`config.mk`:
```
export PLATFORM = sky130hd
export DESIGN_NAME = fractal_stream_receiver
export DESIGN_NICKNAME = d
export VERILOG_FILES = /design/src/rtl/fractal_pkg.sv /design/src/rtl/stream_fifo.sv /design/src/rtl/fractal_stream_receiver.sv
export SDC_FILE = /design/constraint.sdc
export NUM_CORES = 1
export LEC_CHECK = 0
export ABC_CLOCK_PERIOD_IN_PS = 8970
export CAP_MARGIN = 20
export CORE_ASPECT_RATIO = 1.25
export CORE_MARGIN = 2
export CORE_UTILIZATION = 62
export DETAILED_ROUTE_END_ITERATION = 8
export PLACE_DENSITY_LB_ADDON = 0.12
export SYNTH_ARGS = -nofsm -noshare
export SYNTH_HDL_FRONTEND = slang
export SYNTH_SLANG_ARGS = --single-unit
```
`constraint.sdc`:
```
create_clock -name clk -period 8.97 [get_ports clk]
set_input_delay 1.794 -clock clk [delete_from_list [all_inputs] [get_ports clk]]
set_output_delay 1.794 -clock clk [all_outputs]
set_load 0.05 [all_outputs]
```
`src/rtl/fractal_pkg.sv`:
```
// Shared types and helpers for the fractal pixel stream receiver.
//   MAX_ITER    : iteration count that marks "inside the set" (drawn black)
//   rgb_t       : packed {r, g, b} 8-bit-per-channel pixel
//   beat_t      : one buffered input beat {sof, eol, data}
//   iter_to_rgb : colormap from iteration count to rgb_t
package fractal_pkg;

  localparam logic [7:0] MAX_ITER = 8'd255;

  typedef struct packed {
    logic [7:0] r;
    logic [7:0] g;
    logic [7:0] b;
  } rgb_t;

  typedef struct packed {
    logic       sof;
    logic       eol;
    logic [7:0] data;
  } beat_t;

  // R ramps with i, G ramps twice as fast and clips at 255, B falls off.
  function automatic rgb_t iter_to_rgb(input logic [7:0] i);
    rgb_t       c;
    logic [8:0] dbl;
    dbl = {i, 1'b0};
    c   = '0;
    if (i != MAX_ITER) begin
      c.r = i;
      c.g = dbl[8] ? 8'hFF : dbl[7:0];
      c.b = 8'hFF - i;
    end
    return c;
  endfunction

endpackage

```
`src/rtl/stream_fifo.sv`:
```
// Synchronous show-ahead FIFO.
//   clk_i, rst_i : clock, asynchronous active-high reset (empties the FIFO)
//   wr_en_i      : write request; taken when not full, or when full and a
//                  read happens in the same cycle
//   wr_data_i    : element to write
//   rd_en_i      : pop the head element (ignored when empty)
//   rd_data_o    : head element, valid whenever !empty_o
//   full_o       : DEPTH entries held
//   empty_o      : no entries held
module stream_fifo #(
  parameter int  DEPTH = 16,
  parameter type T     = logic [7:0]
) (
  input  logic clk_i,
  input  logic rst_i,
  input  logic wr_en_i,
  input  T     wr_data_i,
  input  logic rd_en_i,
  output T     rd_data_o,
  output logic full_o,
  output logic empty_o
);

  localparam int            AW      = $clog2(DEPTH);
  localparam logic [AW:0]   PTR_ONE = {{AW{1'b0}}, 1'b1};

  T            mem_q [DEPTH];
  logic [AW:0] wr_ptr_q, wr_ptr_d;
  logic [AW:0] rd_ptr_q, rd_ptr_d;
  logic        do_wr, do_rd;

  // Pointers carry one extra wrap bit so full and empty are distinguishable.
  assign empty_o   = (wr_ptr_q == rd_ptr_q);
  assign full_o    = (wr_ptr_q[AW] != rd_ptr_q[AW]) &&
                     (wr_ptr_q[AW-1:0] == rd_ptr_q[AW-1:0]);
  assign rd_data_o = mem_q[rd_ptr_q[AW-1:0]];

  // A pop in the same cycle frees the slot the write lands in.
  assign do_rd = rd_en_i && !empty_o;
  assign do_wr = wr_en_i && (!full_o || do_rd);

  always_comb begin
    wr_ptr_d = wr_ptr_q;
    rd_ptr_d = rd_ptr_q;
    if (do_wr) wr_ptr_d = wr_ptr_q + PTR_ONE;
    if (do_rd) rd_ptr_d = rd_ptr_q + PTR_ONE;
  end

  always_ff @(posedge clk_i or posedge rst_i) begin
    if (rst_i) begin
      wr_ptr_q <= '0;
      rd_ptr_q <= '0;
    end else begin
      wr_ptr_q <= wr_ptr_d;
      rd_ptr_q <= rd_ptr_d;
    end
  end

  always_ff @(posedge clk_i) begin
    if (do_wr) mem_q[wr_ptr_q[AW-1:0]] <= wr_data_i;
  end

endmodule

```
`src/rtl/fractal_stream_receiver.sv`:
```
// Consumer end of the fractal pixel stream.
// Locks onto the first frame_start, checks frame geometry, buffers beats in a
// FIFO and emits colormapped pixels on an AXI4-Stream video master.
//   clk, reset            : clock, asynchronous active-high reset
//   width_in, height_in   : frame geometry; must be nonzero and held stable
//                           whenever reset is low
//   s_data/s_frame_start/s_line_end/s_valid : generator beat, no backpressure
//   m_tdata/m_tuser/m_tlast/m_tvalid/m_tready : video master ({R,G,B})
//   clear_status          : one-cycle pulse clearing sticky flags and drop_count
//   overflow, sof_error, eol_error : sticky status
//   drop_count            : beats lost to a full FIFO, saturating
//   frame_count           : completed frames, wrapping
//
// Handshake: a beat moves on m_* at a rising edge where m_tvalid && m_tready.
// Once m_tvalid is high, m_tdata/m_tuser/m_tlast hold until that transfer.
module fractal_stream_receiver
  import fractal_pkg::*;
#(
  parameter int FIFO_DEPTH  = 16,
  parameter int FRAME_CNT_W = 16
) (
  input  logic                   clk,
  input  logic                   reset,
  input  logic [15:0]            width_in,
  input  logic [15:0]            height_in,
  input  logic [7:0]             s_data,
  input  logic                   s_frame_start,
  input  logic                   s_line_end,
  input  logic                   s_valid,
  output logic [23:0]            m_tdata,
  output logic                   m_tuser,
  output logic                   m_tlast,
  output logic                   m_tvalid,
  input  logic                   m_tready,
  input  logic                   clear_status,
  output logic                   overflow,
  output logic                   sof_error,
  output logic                   eol_error,
  output logic [15:0]            drop_count,
  output logic [FRAME_CNT_W-1:0] frame_count
);

  localparam logic [FRAME_CNT_W-1:0] FRAME_ONE = {{(FRAME_CNT_W-1){1'b0}}, 1'b1};

  // ---------------- state ----------------
  logic                   locked_q, locked_d;
  logic [15:0]            in_x_q, in_x_d;
  logic [15:0]            in_y_q, in_y_d;
  logic                   overflow_q, overflow_d;
  logic                   sof_err_q, sof_err_d;
  logic                   eol_err_q, eol_err_d;
  logic [15:0]            drop_cnt_q, drop_cnt_d;
  logic [FRAME_CNT_W-1:0] frame_cnt_q, frame_cnt_d;
  logic                   tvalid_q, tvalid_d;
  rgb_t                   tdata_q, tdata_d;
  logic                   tuser_q, tuser_d;
  logic                   tlast_q, tlast_d;

  // ---------------- FIFO ----------------
  beat_t fifo_wdata, fifo_head;
  logic  fifo_full, fifo_empty;
  logic  accept, wr_en, rd_en, drop;
  logic  at_last_x, at_last_y, exp_sof;
  logic  sof_bad, eol_bad;

  // The beat carrying frame_start is taken even before lock is set.
  assign accept    = s_valid && (locked_q || s_frame_start);
  assign rd_en     = !fifo_empty && (!tvalid_q || m_tready);
  assign wr_en     = accept && (!fifo_full || rd_en);
  assign drop      = accept && fifo_full && !rd_en;

  assign at_last_x = (in_x_q == width_in - 16'd1);
  assign at_last_y = (in_y_q == height_in - 16'd1);
  assign exp_sof   = (in_x_q == 16'd0) && (in_y_q == 16'd0);
  assign sof_bad   = accept && (s_frame_start != exp_sof);
  assign eol_bad   = accept && (s_line_end != at_last_x);

  assign fifo_wdata = '{sof: s_frame_start, eol: s_line_end, data: s_data};

  stream_fifo #(
    .DEPTH (FIFO_DEPTH),
    .T     (beat_t)
  ) u_fifo (
    .clk_i     (clk),
    .rst_i     (reset),
    .wr_en_i   (wr_en),
    .wr_data_i (fifo_wdata),
    .rd_en_i   (rd_en),
    .rd_data_o (fifo_head),
    .full_o    (fifo_full),
    .empty_o   (fifo_empty)
  );

  // ---------------- geometry tracking ----------------
  always_comb begin
    locked_d    = locked_q | (s_valid && s_frame_start);
    in_x_d      = in_x_q;
    in_y_d      = in_y_q;
    frame_cnt_d = frame_cnt_q;
    if (accept) begin
      if (s_frame_start) begin
        // Resync: this beat is pixel (0,0), so the next one is x=1.
        in_x_d = 16'd1;
        in_y_d = 16'd0;
      end else if (s_line_end || at_last_x) begin
        in_x_d = 16'd0;
        in_y_d = at_last_y ? 16'd0 : in_y_q + 16'd1;
      end else begin
        in_x_d = in_x_q + 16'd1;
      end
      if (s_line_end && at_last_y) frame_cnt_d = frame_cnt_q + FRAME_ONE;
    end
  end

  // ---------------- sticky status ----------------
  // A new event in the same cycle as clear_status leaves the flag set.
  always_comb begin
    overflow_d = (overflow_q & ~clear_status) | drop;
    sof_err_d  = (sof_err_q & ~clear_status) | sof_bad;
    eol_err_d  = (eol_err_q & ~clear_status) | eol_bad;
    drop_cnt_d = clear_status ? 16'd0 : drop_cnt_q;
    if (drop) begin
      if (clear_status)              drop_cnt_d = 16'd1;
      else if (drop_cnt_q != 16'hFFFF) drop_cnt_d = drop_cnt_q + 16'd1;
    end
  end

  // ---------------- output register ----------------
  always_comb begin
    tvalid_d = tvalid_q;
    tdata_d  = tdata_q;
    tuser_d  = tuser_q;
    tlast_d  = tlast_q;
    if (rd_en) begin
      tvalid_d = 1'b1;
      tdata_d  = iter_to_rgb(fifo_head.data);
      tuser_d  = fifo_head.sof;
      tlast_d  = fifo_head.eol;
    end else if (m_tready) begin
      tvalid_d = 1'b0;
    end
  end

  always_ff @(posedge clk or posedge reset) begin
    if (reset) begin
      locked_q    <= 1'b0;
      in_x_q      <= '0;
      in_y_q      <= '0;
      overflow_q  <= 1'b0;
      sof_err_q   <= 1'b0;
      eol_err_q   <= 1'b0;
      drop_cnt_q  <= '0;
      frame_cnt_q <= '0;
      tvalid_q    <= 1'b0;
      tdata_q     <= '0;
      tuser_q     <= 1'b0;
      tlast_q     <= 1'b0;
    end else begin
      locked_q    <= locked_d;
      in_x_q      <= in_x_d;
      in_y_q      <= in_y_d;
      overflow_q  <= overflow_d;
      sof_err_q   <= sof_err_d;
      eol_err_q   <= eol_err_d;
      drop_cnt_q  <= drop_cnt_d;
      frame_cnt_q <= frame_cnt_d;
      tvalid_q    <= tvalid_d;
      tdata_q     <= tdata_d;
      tuser_q     <= tuser_d;
      tlast_q     <= tlast_d;
    end
  end

  assign m_tdata     = tdata_q;
  assign m_tuser     = tuser_q;
  assign m_tlast     = tlast_q;
  assign m_tvalid    = tvalid_q;
  assign overflow    = overflow_q;
  assign sof_error   = sof_err_q;
  assign eol_error   = eol_err_q;
  assign drop_count  = drop_cnt_q;
  assign frame_count = frame_cnt_q;

endmodule

```
Yosys cells after proc, flatten, opt, wreduce, memory -nomap -nowiden
Memory sizes are Yosys's and may differ from the RTL's.
Index checks and enable logic that the tools add are counted.
- add/subtract/negate cells: 9
- multiply operators: 0
- divide/modulo/power cells: 0
- order comparisons: 0
- equality and inequality tests: 9
- shift-type cells: 0
- multiplexer cells: 15
- bitwise logic cells: 8
- reductions and logical operators: 28
- operators by type and width (operator ; count):
    2-to-1 mux 16 bit ; 9
    adder 16 x 1 -> 16 bit (second input constant) ; 4
    == test 16 bit ; 2
    zero test 16 bit ; 2
    subtractor 16 x 1 -> 16 bit (second input constant) ; 2
    2-to-1 mux 24 bit ; 1
    inequality test 16 bit (second input constant) ; 1
    logical AND 1 bit ; 13
    adder 5 x 1 -> 5 bit (second input constant) ; 2
    2-to-1 mux 8 bit ; 1
    inequality test 8 bit (second input constant) ; 1
    subtractor 8 bit (first input constant) ; 1
    == test 5 bit ; 1
    logical OR 1 bit ; 5
    == test 4 bit ; 1
    zero test 1 bit ; 4
    2-to-1 mux 1 bit ; 4
    OR 1 bit ; 4
    AND reduction 2 bit ; 2
    nonzero test 2 bit ; 2
    AND 1 bit ; 3
    inequality test 1 bit ; 3
    NOT 1 bit ; 1
- register bits after elaboration: 105
- latch bits: 0
- bits in writable memories: 160
- bits in read-only memories: 0
- output and inout port bits: 62
- memories: 1
- memory list (memory ; words ; bits a word ; rd ports ; clocked after memory_dff ; wr ports ; line ; text):
    u_fifo.mem_q ; 16 ; 10 ; 1 ; 0 ; 1 ; stream_fifo.sv:27 ; T mem_q [DEPTH];

Depth between registers and ports, before layout
Gate-level depths: netlist of run 1.
- depth in word-level cells: 8
- depth in mapped cells: 18
- gate-level depth less buffers: 16

Hierarchy
Synthesis of run 1 repeated with hierarchy kept, for this count alone.
- cells, all modules: 946
- area total of the unflattened synthesis: 12478.2 µm²
- modules (own cells, without submodules) (module ; times used ; cells an instance ; area an instance (µm²) ; seq. area each (µm²)):
    stream_fifo ; 1 ; 318 ; 6785.3 ; 5054.8
    fractal_stream_receiver ; 1 ; 628 ; 5693.0 ; 2352.3

Worst setup path before layout of run 1
OpenSTA, ideal clock, no wires.
- path type: input -> register
- from: input width_in[2]
- to: register in_y_q[5]
- arrival: 5.325 ns
- setup slack: 3.529 ns
- stages: 14
- cell sequence: or4_4 or2_1 or3_1 buf_2 or3_4 or3b_1 a311oi_1 o211ai_1 ha_1 nor2b_1 nor2_1 nand2_1 clkbuf_1 o311ai_0
- cells in the longest elaborated chain, start to end: 5
- ends and longest elaborated chain (element ; line ; text):
    from (decl) ; fractal_stream_receiver.sv:24 ; input logic [15:0] width_in,
    subtractor 16 x 1 -> 16 bit ; fractal_stream_receiver.sv:72 ; assign at_last_x = (in_x_q == width_in - 16'd1);
    == test 16 bit ; fractal_stream_receiver.sv:72 ;
    logical OR 1 bit ; fractal_stream_receiver.sv:105 ; end else if (s_line_end || at_last_x) begin
    nonzero test 2 bit (no source line) ; - ;
    AND reduction 2 bit (no source line) ; - ;
    to (signal assigned) ; fractal_stream_receiver.sv:161 ; in_y_q <= in_y_d;
    to (decl) ; fractal_stream_receiver.sv:48 ; logic [15:0] in_y_q, in_y_d;
No other way between the ends.
A chain may end at the register's enable or synchronous reset.

Worst setup path after layout of run 1
- from: input width_in[2]
- to: register in_y_q[9]
The elaborated chain is that of the path after synthesis.

==> out/metrics.cfg, run 1 <==
[status]
status = finished, final reports clean

[setup_path]
worstPathArrival_ps = 6530
worst_path_dominant_cell_family = simple AND/OR/NAND/NOR gates
critPathLaunchType = input port
cp-end-kind = register
crit_fanout = 12
cp.required_ps = 9370
criticalPathCategory = input port to register
slowest_delay_ps = 600
crit_slowest_cell = or4_1
crit_chain = clkdlybuf4s50_1 -> or4_4 -> or4_1 -> or3_1 -> or3b_1 -> nand3_1 -> o21ai_0 -> o22ai_1 -> o211ai_1 -> ha_1 -> nor2b_1 -> nor2_1 -> buf_6 -> nand2_1 -> o311ai_0
worst-path-buf-inv = 2

[clocking]
tritoncts = done
worstSkewPairLatency_ps = 530
cts-resized-gates = 0
cts_made_buffers = 26
cts_setup_buffers = 0
hold_buffers = 0
htree_levels = 1
ctsLongestPathBuffers = 3
ctsRootBufferMaster = clkbuf_16
clk_pin_slew_ps = 70
clock-sinks = 264

[sta]
maxSlewHeadroom_pct = 38.0
final_max_slew_viol_count = 0
max_freq_mhz = 163
rsz0062_at_grt = no
fin_crit_ps = 6130
final.setup.tns_ps = 0
fin_skew_ps = 9.92
period_share_pct = 68.4
hold_viol = 0
hold_slack_ps = 474
tightest_slew_ps = 930
finalSetupViolCount = 0

[drt]
num_vias = 8270
dr.pass1.iters = 5
drc_errors = 0
final_antenna_net_count = 0
drt_iter0_markers = 670
routed_wl_um = 28600
wl_per_cell_um = 21.3
via_per_inst = 6.16

[synth]
yosysUniqueCellTypes = 63
syn_area_sq_um = 12200
synthCells = 941
synth_nets = 1002
async_flop_share_pct = 39.4
synth_edf_count = 160
synth.ff_latch_count = 264
avgSynthCellArea_sq_um = 13.0
yosysWarnings = 0
synthFlopType = edfxtp_1
yosysSeqAreaShare_pct = 60.8

[cells_and_area]
num_antenna_cells = 0
fin_area_sq_um = 14600
layoutNonFillerInstCount = 1342
areaGrowthSynthToFinish_pct = 19.6
finalNetCount = 1119
layout-drive-gt1-share_pct = 12.5

[global_routing]
grt_pass1_wl_um = 44800
grt_usage_pct = 28.3
antenna_found_initial = 0
grt_start_max_net_pins = 77
grt_pass1_vias = 8058
grt_overflow = 0

[die]
dieArea_sq_um = 20800
coreArea_sq_um = 19400
die_y_um = 161
num_rows = 57
die_w_um = 129
ios = 109
initial_core_util_pct = 62.8

[power]
p_total_uw = 4070
p_leak_uw = 0.00534
ir_worst_vdd_uv = 249
power_density_nw_per_um2 = 279

[place]
dpl_cell_area_sq_um = 13600
io_buffer_count = 108
gp_congestion = 0.836
dp.cells = 1294
hpwl_um = 18500

[run]
drv_cap = 0

[worst_hold_path]
hold_class = register to register

## sequential cells by signal, summed over array words and instances, names as in the netlist
| signal | count |
|---|---|
| in_y_q | 16 |
| in_x_q | 16 |
| u_fifo.wr_ptr_q | 5 |
| m_tdata | 23 |
| eol_error | 1 |
| overflow | 1 |
| u_fifo.rd_ptr_q | 5 |
| u_fifo.mem_q | 160 |
| m_tvalid | 1 |
| m_tuser | 1 |
| frame_count | 16 |
| m_tlast | 1 |
| sof_error | 1 |
| drop_count | 16 |
| locked_q | 1 |
## per-stage QoR
stage | util [%] | setup WS (ps)
final | 75.2 | 2840
after detailed placement | 70.2 | 2330
after global routing | 75.2 | 2550
after global placement | 70.1 | 1910
after CTS | 75.1 | 2860
after floorplan | - | 3530
## report_power, final
part | leakage, uW | switching (uW) | internal (uW)
clock | 0.000451 | 448 | 750
combinational | 0.00211 | 737 | 527
sequential | 0.00277 | 146 | 1470
## cell type report
type | instances | area, sq um
Sequential cell | 264 | 7410
Fill cell | 1264 | 4820
Multi-Input combinational cell | 603 | 4500
Timing Repair Buffer | 131 | 1260
Clock buffer | 30 | 687
Tap cell | 265 | 332
Clock inverter | 17 | 269
Inverter | 32 | 123
## path summary, 6_finish.rpt
check	slack [ps]	cells after the start	endpoint	from
setup / recovery	2840	15	in_y_q[9]	width_in[2]
hold / removal	470	1	frame_count[15]	frame_count[15]
setup reg to reg	5180	12	in_y_q[9]	in_x_q[3]
hold reg to reg	470	1	frame_count[15]	frame_count[15]
max in group asynchronous	6100	3	frame_count[2]	reset
min in group asynchronous	1590	2	overflow	reset
## cell usage after synthesis, types with 5 or more instances
cell type | count | area, sq um
nor2_1 | 68 | 255
buf_1 | 6 | 22.5
nor3b_1 | 5 | 37.5
a31oi_1 | 5 | 31.3
nand2_1 | 78 | 293
a211oi_1 | 5 | 37.5
xnor2_1 | 39 | 342
or3_1 | 14 | 87.6
o21ai_0 | 38 | 190
nor2b_1 | 7 | 43.8
inv_1 | 32 | 120
ha_1 | 14 | 175
or2_2 | 8 | 50.1
o21a_1 | 10 | 75.1
xor2_1 | 44 | 385
o22ai_1 | 7 | 43.8
a21oi_1 | 19 | 95.1
buf_2 | 6 | 30.0
nand4_1 | 23 | 144
dfrtp_1 | 104 | 2600
o311ai_0 | 6 | 52.6
nand2b_1 | 7 | 43.8
nand3_1 | 38 | 190
nor3_1 | 39 | 195
nor4_1 | 15 | 93.8
clkbuf_1 | 29 | 109
mux4_2 | 49 | 1100
edfxtp_1 | 160 | 4800
and3_1 | 13 | 81.3
## logic make-up after synthesis
logic type                 synth area share, %
xor gates and xnor gates                  5.96
buffers and inverters                     2.37
muxes                                     9.48
and+or+nand+nor                           14.1
DFF                                       60.8
adders and majority gates                 1.44
AOI/OAI and AO/OA                         5.85
## routing by layer
metal	up-vias	wire length, um	global-route usage (%)
met1	4121	10600	36.2
met3	64	1670	3.83
li1	3751	-	-
met4	0	891	8.02
met2	334	15400	50.8
met5	-	0	0
## placed cells by master (no fill, tap or decap), types with 23 or more instances in the layout
cell type | Yosys | final
nand3_1 | 38 | 38
nand2_1 | 78 | 78
clkbuf_16 | 0 | 27
nor3_1 | 39 | 39
inv_1 | 32 | 31
xor2_1 | 44 | 44
nor2_1 | 68 | 67
edfxtp_1 | 160 | 160
clkdlybuf4s50_1 | 0 | 108
nand4_1 | 23 | 23
mux4_2 | 49 | 49
xnor2_1 | 39 | 39
o21ai_0 | 38 | 38
dfrtp_1 | 104 | 103
No activity file was read; power rests on OpenSTA's default activity.
==> run 2, diff against run 1 <==
--- a/config.mk
+++ b/config.mk
@@ -5,11 +5,11 @@
 export SDC_FILE = /design/constraint.sdc
 export NUM_CORES = 1
 export LEC_CHECK = 0
-export ABC_CLOCK_PERIOD_IN_PS = 8970
+export ABC_CLOCK_PERIOD_IN_PS = 5100
 export CAP_MARGIN = 20
 export CORE_ASPECT_RATIO = 1.25
 export CORE_MARGIN = 2
-export CORE_UTILIZATION = 62
+export CORE_UTILIZATION = 52
 export DETAILED_ROUTE_END_ITERATION = 8
 export PLACE_DENSITY_LB_ADDON = 0.12
 export SYNTH_ARGS = -nofsm -noshare
==> constraint.sdc (replaced) <==
create_clock -name clk -period 5.1 [get_ports clk]
set_input_delay 1.02 -clock clk [delete_from_list [all_inputs] [get_ports clk]]
set_output_delay 1.02 -clock clk [all_outputs]
set_load 0.05 [all_outputs]
==> run 2 against run 1 <==
Effect of this change:
- first-iteration DRC count down 19%
- core utilization decreased by 12 points
- register-to-register slack got worse by 3300 ps
- clock skew grew 3.6 ps
- final cell count grew 3.0%
- via count fell by 3.0%
- clock power up 48%
- worst setup slack worse by 2500 ps
- die area rose by 19%
- largest power group unchanged
- highest routed layer unchanged
==> out/metrics.cfg, run 2 (synthesis gave the netlist of run 1 again) <==
[status]
status = finished, final reports clean

[setup_path]
critPathLaunchType = input port
crit_chain = clkdlybuf4s50_1 -> or4_4 -> or2_1 -> or3_1 -> or3_4 -> or3b_1 -> a311oi_1 -> o211ai_1 -> ha_1 -> nor2b_1 -> nor2_1 -> nand2_1 -> o311ai_0
crit_fanout = 12
critPathLaunch = width_in[2]
r2r-start = u_fifo.rd_ptr_q[0]
crit_slowest_cell = or4_4
cp-end-kind = register
cp.required_ps = 5500
rr_worst_depth = 7
slowest_delay_ps = 550
worstPathArrival_ps = 5110
criticalPathCategory = input port to register

[drt]
dr.pass1.iters = 5
num_vias = 8025
wl_per_cell_um = 19.6
via_per_inst = 5.81
routed_wl_um = 27000
final_antenna_net_count = 0
drc_errors = 0
drt_iter0_markers = 540

[sta]
tightest_slew_ps = 824
period_share_pct = 92.4
maxSlewHeadroom_pct = 44.9
timing.final.ws_setup_ps = 388
final_max_slew_viol_count = 0
hold_viol = 0
fin_skew_ps = 13.5
max_freq_mhz = 212
rsz0062_at_grt = no
fin_crit_ps = 4710
finalSetupViolCount = 0

[global_routing]
antenna_found_initial = 0
grt_pass1_vias = 7962
grt_pass1_wl_um = 43200
grt_overflow = 0
grt_start_max_net_pins = 45
grt_usage_pct = 22.3

[die]
initial_core_util_pct = 52.9
die_w_um = 141
coreArea_sq_um = 23000
dieArea_sq_um = 24700
die_y_um = 175
num_rows = 62
ios = 109

[place]
hpwl_um = 18600
gp_congestion = 0.859
place_ws_ps = -145
io_buffer_count = 108

[clocking]
worstSkewPairLatency_ps = 530
ctsRootBufferMaster = clkbuf_16
cts_setup_buffers = 0
tritoncts = done
htree_levels = 1
cts_made_buffers = 27
clock-sinks = 264
ctsLongestPathBuffers = 3
clk_pin_slew_ps = 60
hold_buffers = 0
cts-resized-gates = 0

[worst_hold_path]
hp-start = frame_count[15]
hold_class = register to register
hold_depth = 1

[cells_and_area]
finalNetCount = 1134
final_cell_mix = edfxtp_1, clkdlybuf4s50_1, dfrtp_1
largest_reg_flops = 160
areaGrowthSynthToFinish_pct = 19.3
final_common_cell = edfxtp_1
layout-drive-gt1-share_pct = 13.3
num_antenna_cells = 0

[power]
power_density_nw_per_um2 = 468
p_total_uw = 6800
p_leak_uw = 0.00535
ir_worst_vdd_uv = 379

[run]
drv_cap = 0

-- run 2: changes by cell type in the layout (fill, tap and decap cells not counted), sizes merged --
cell | before | now
clkbuf | 30 | 37
inv | 33 | 34
bufinv | 7 | 0
clkinv | 4 | 11
buf | 23 | 37
clkinvlp | 5 | 0
-- run 2: routing by layer --
| layer | vias to the layer above | track usage (%) | share of wire, % | wire [um] |
|---|---|---|---|---|
| met3 | 38 | 2.77 | 4.3 | 1170 |
| met5 | - | 0 | 0 | 0 |
| met2 | 186 | 39.8 | 53 | 14200 |
| li1 | 3786 | - | - | - |
| met1 | 4015 | 29.3 | 41 | 11200 |
| met4 | 0 | 5.38 | 1.8 | 484 |
-- run 2: final cells by class --
type	instances	area, sq um
inverter	32	123
clock buffer	37	721
tap	288	360
sequential	264	7410
clock inverter	13	73.8
timing repair buffer	145	1360
multi-input combinational	603	4500
fill	1788	8500
-- run 2: worst max-delay path: cells and delay by family --
family                   cells  cell delay [ps]
AO/OA/AOI/OAI                3              880
AND/OR/NAND/NOR              8             2550
adder cells (fa/ha/maj)      1              230
buffers and inverters        1              420
-- run 2: path summary, 6_finish.rpt --
check,to,slack [ps]
setup / recovery,in_y_q[14],390
hold / removal,frame_count[15],470
setup reg to reg,m_tdata[22],1840
hold reg to reg,frame_count[15],470
max in group asynchronous,locked_q,3380
min in group asynchronous,m_tdata[2],820
-- run 2: through the flow --
step           instance area [sq um]  TNS (ps)  hold slack [ps]  std cells  utilization, %
2_1_floorplan                  12200         0              462        941               -
3_3_place_gp                   13700     -24.2              459       1332            59.7
3_5_place_dp                   13700      -425              468       1332            59.7
4_1_cts                        14500         0              479       1382            63.1
5_1_grt                        14500         0              491       1382            63.1
6_report                       14500         0              472       1382            63.1
-- run 2: where the power goes --
| part | switching, uW | internal (uW) |
|---|---|---|
| combinational | 1270 | 932 |
| sequential | 242 | 2580 |
| clock | 786 | 993 |
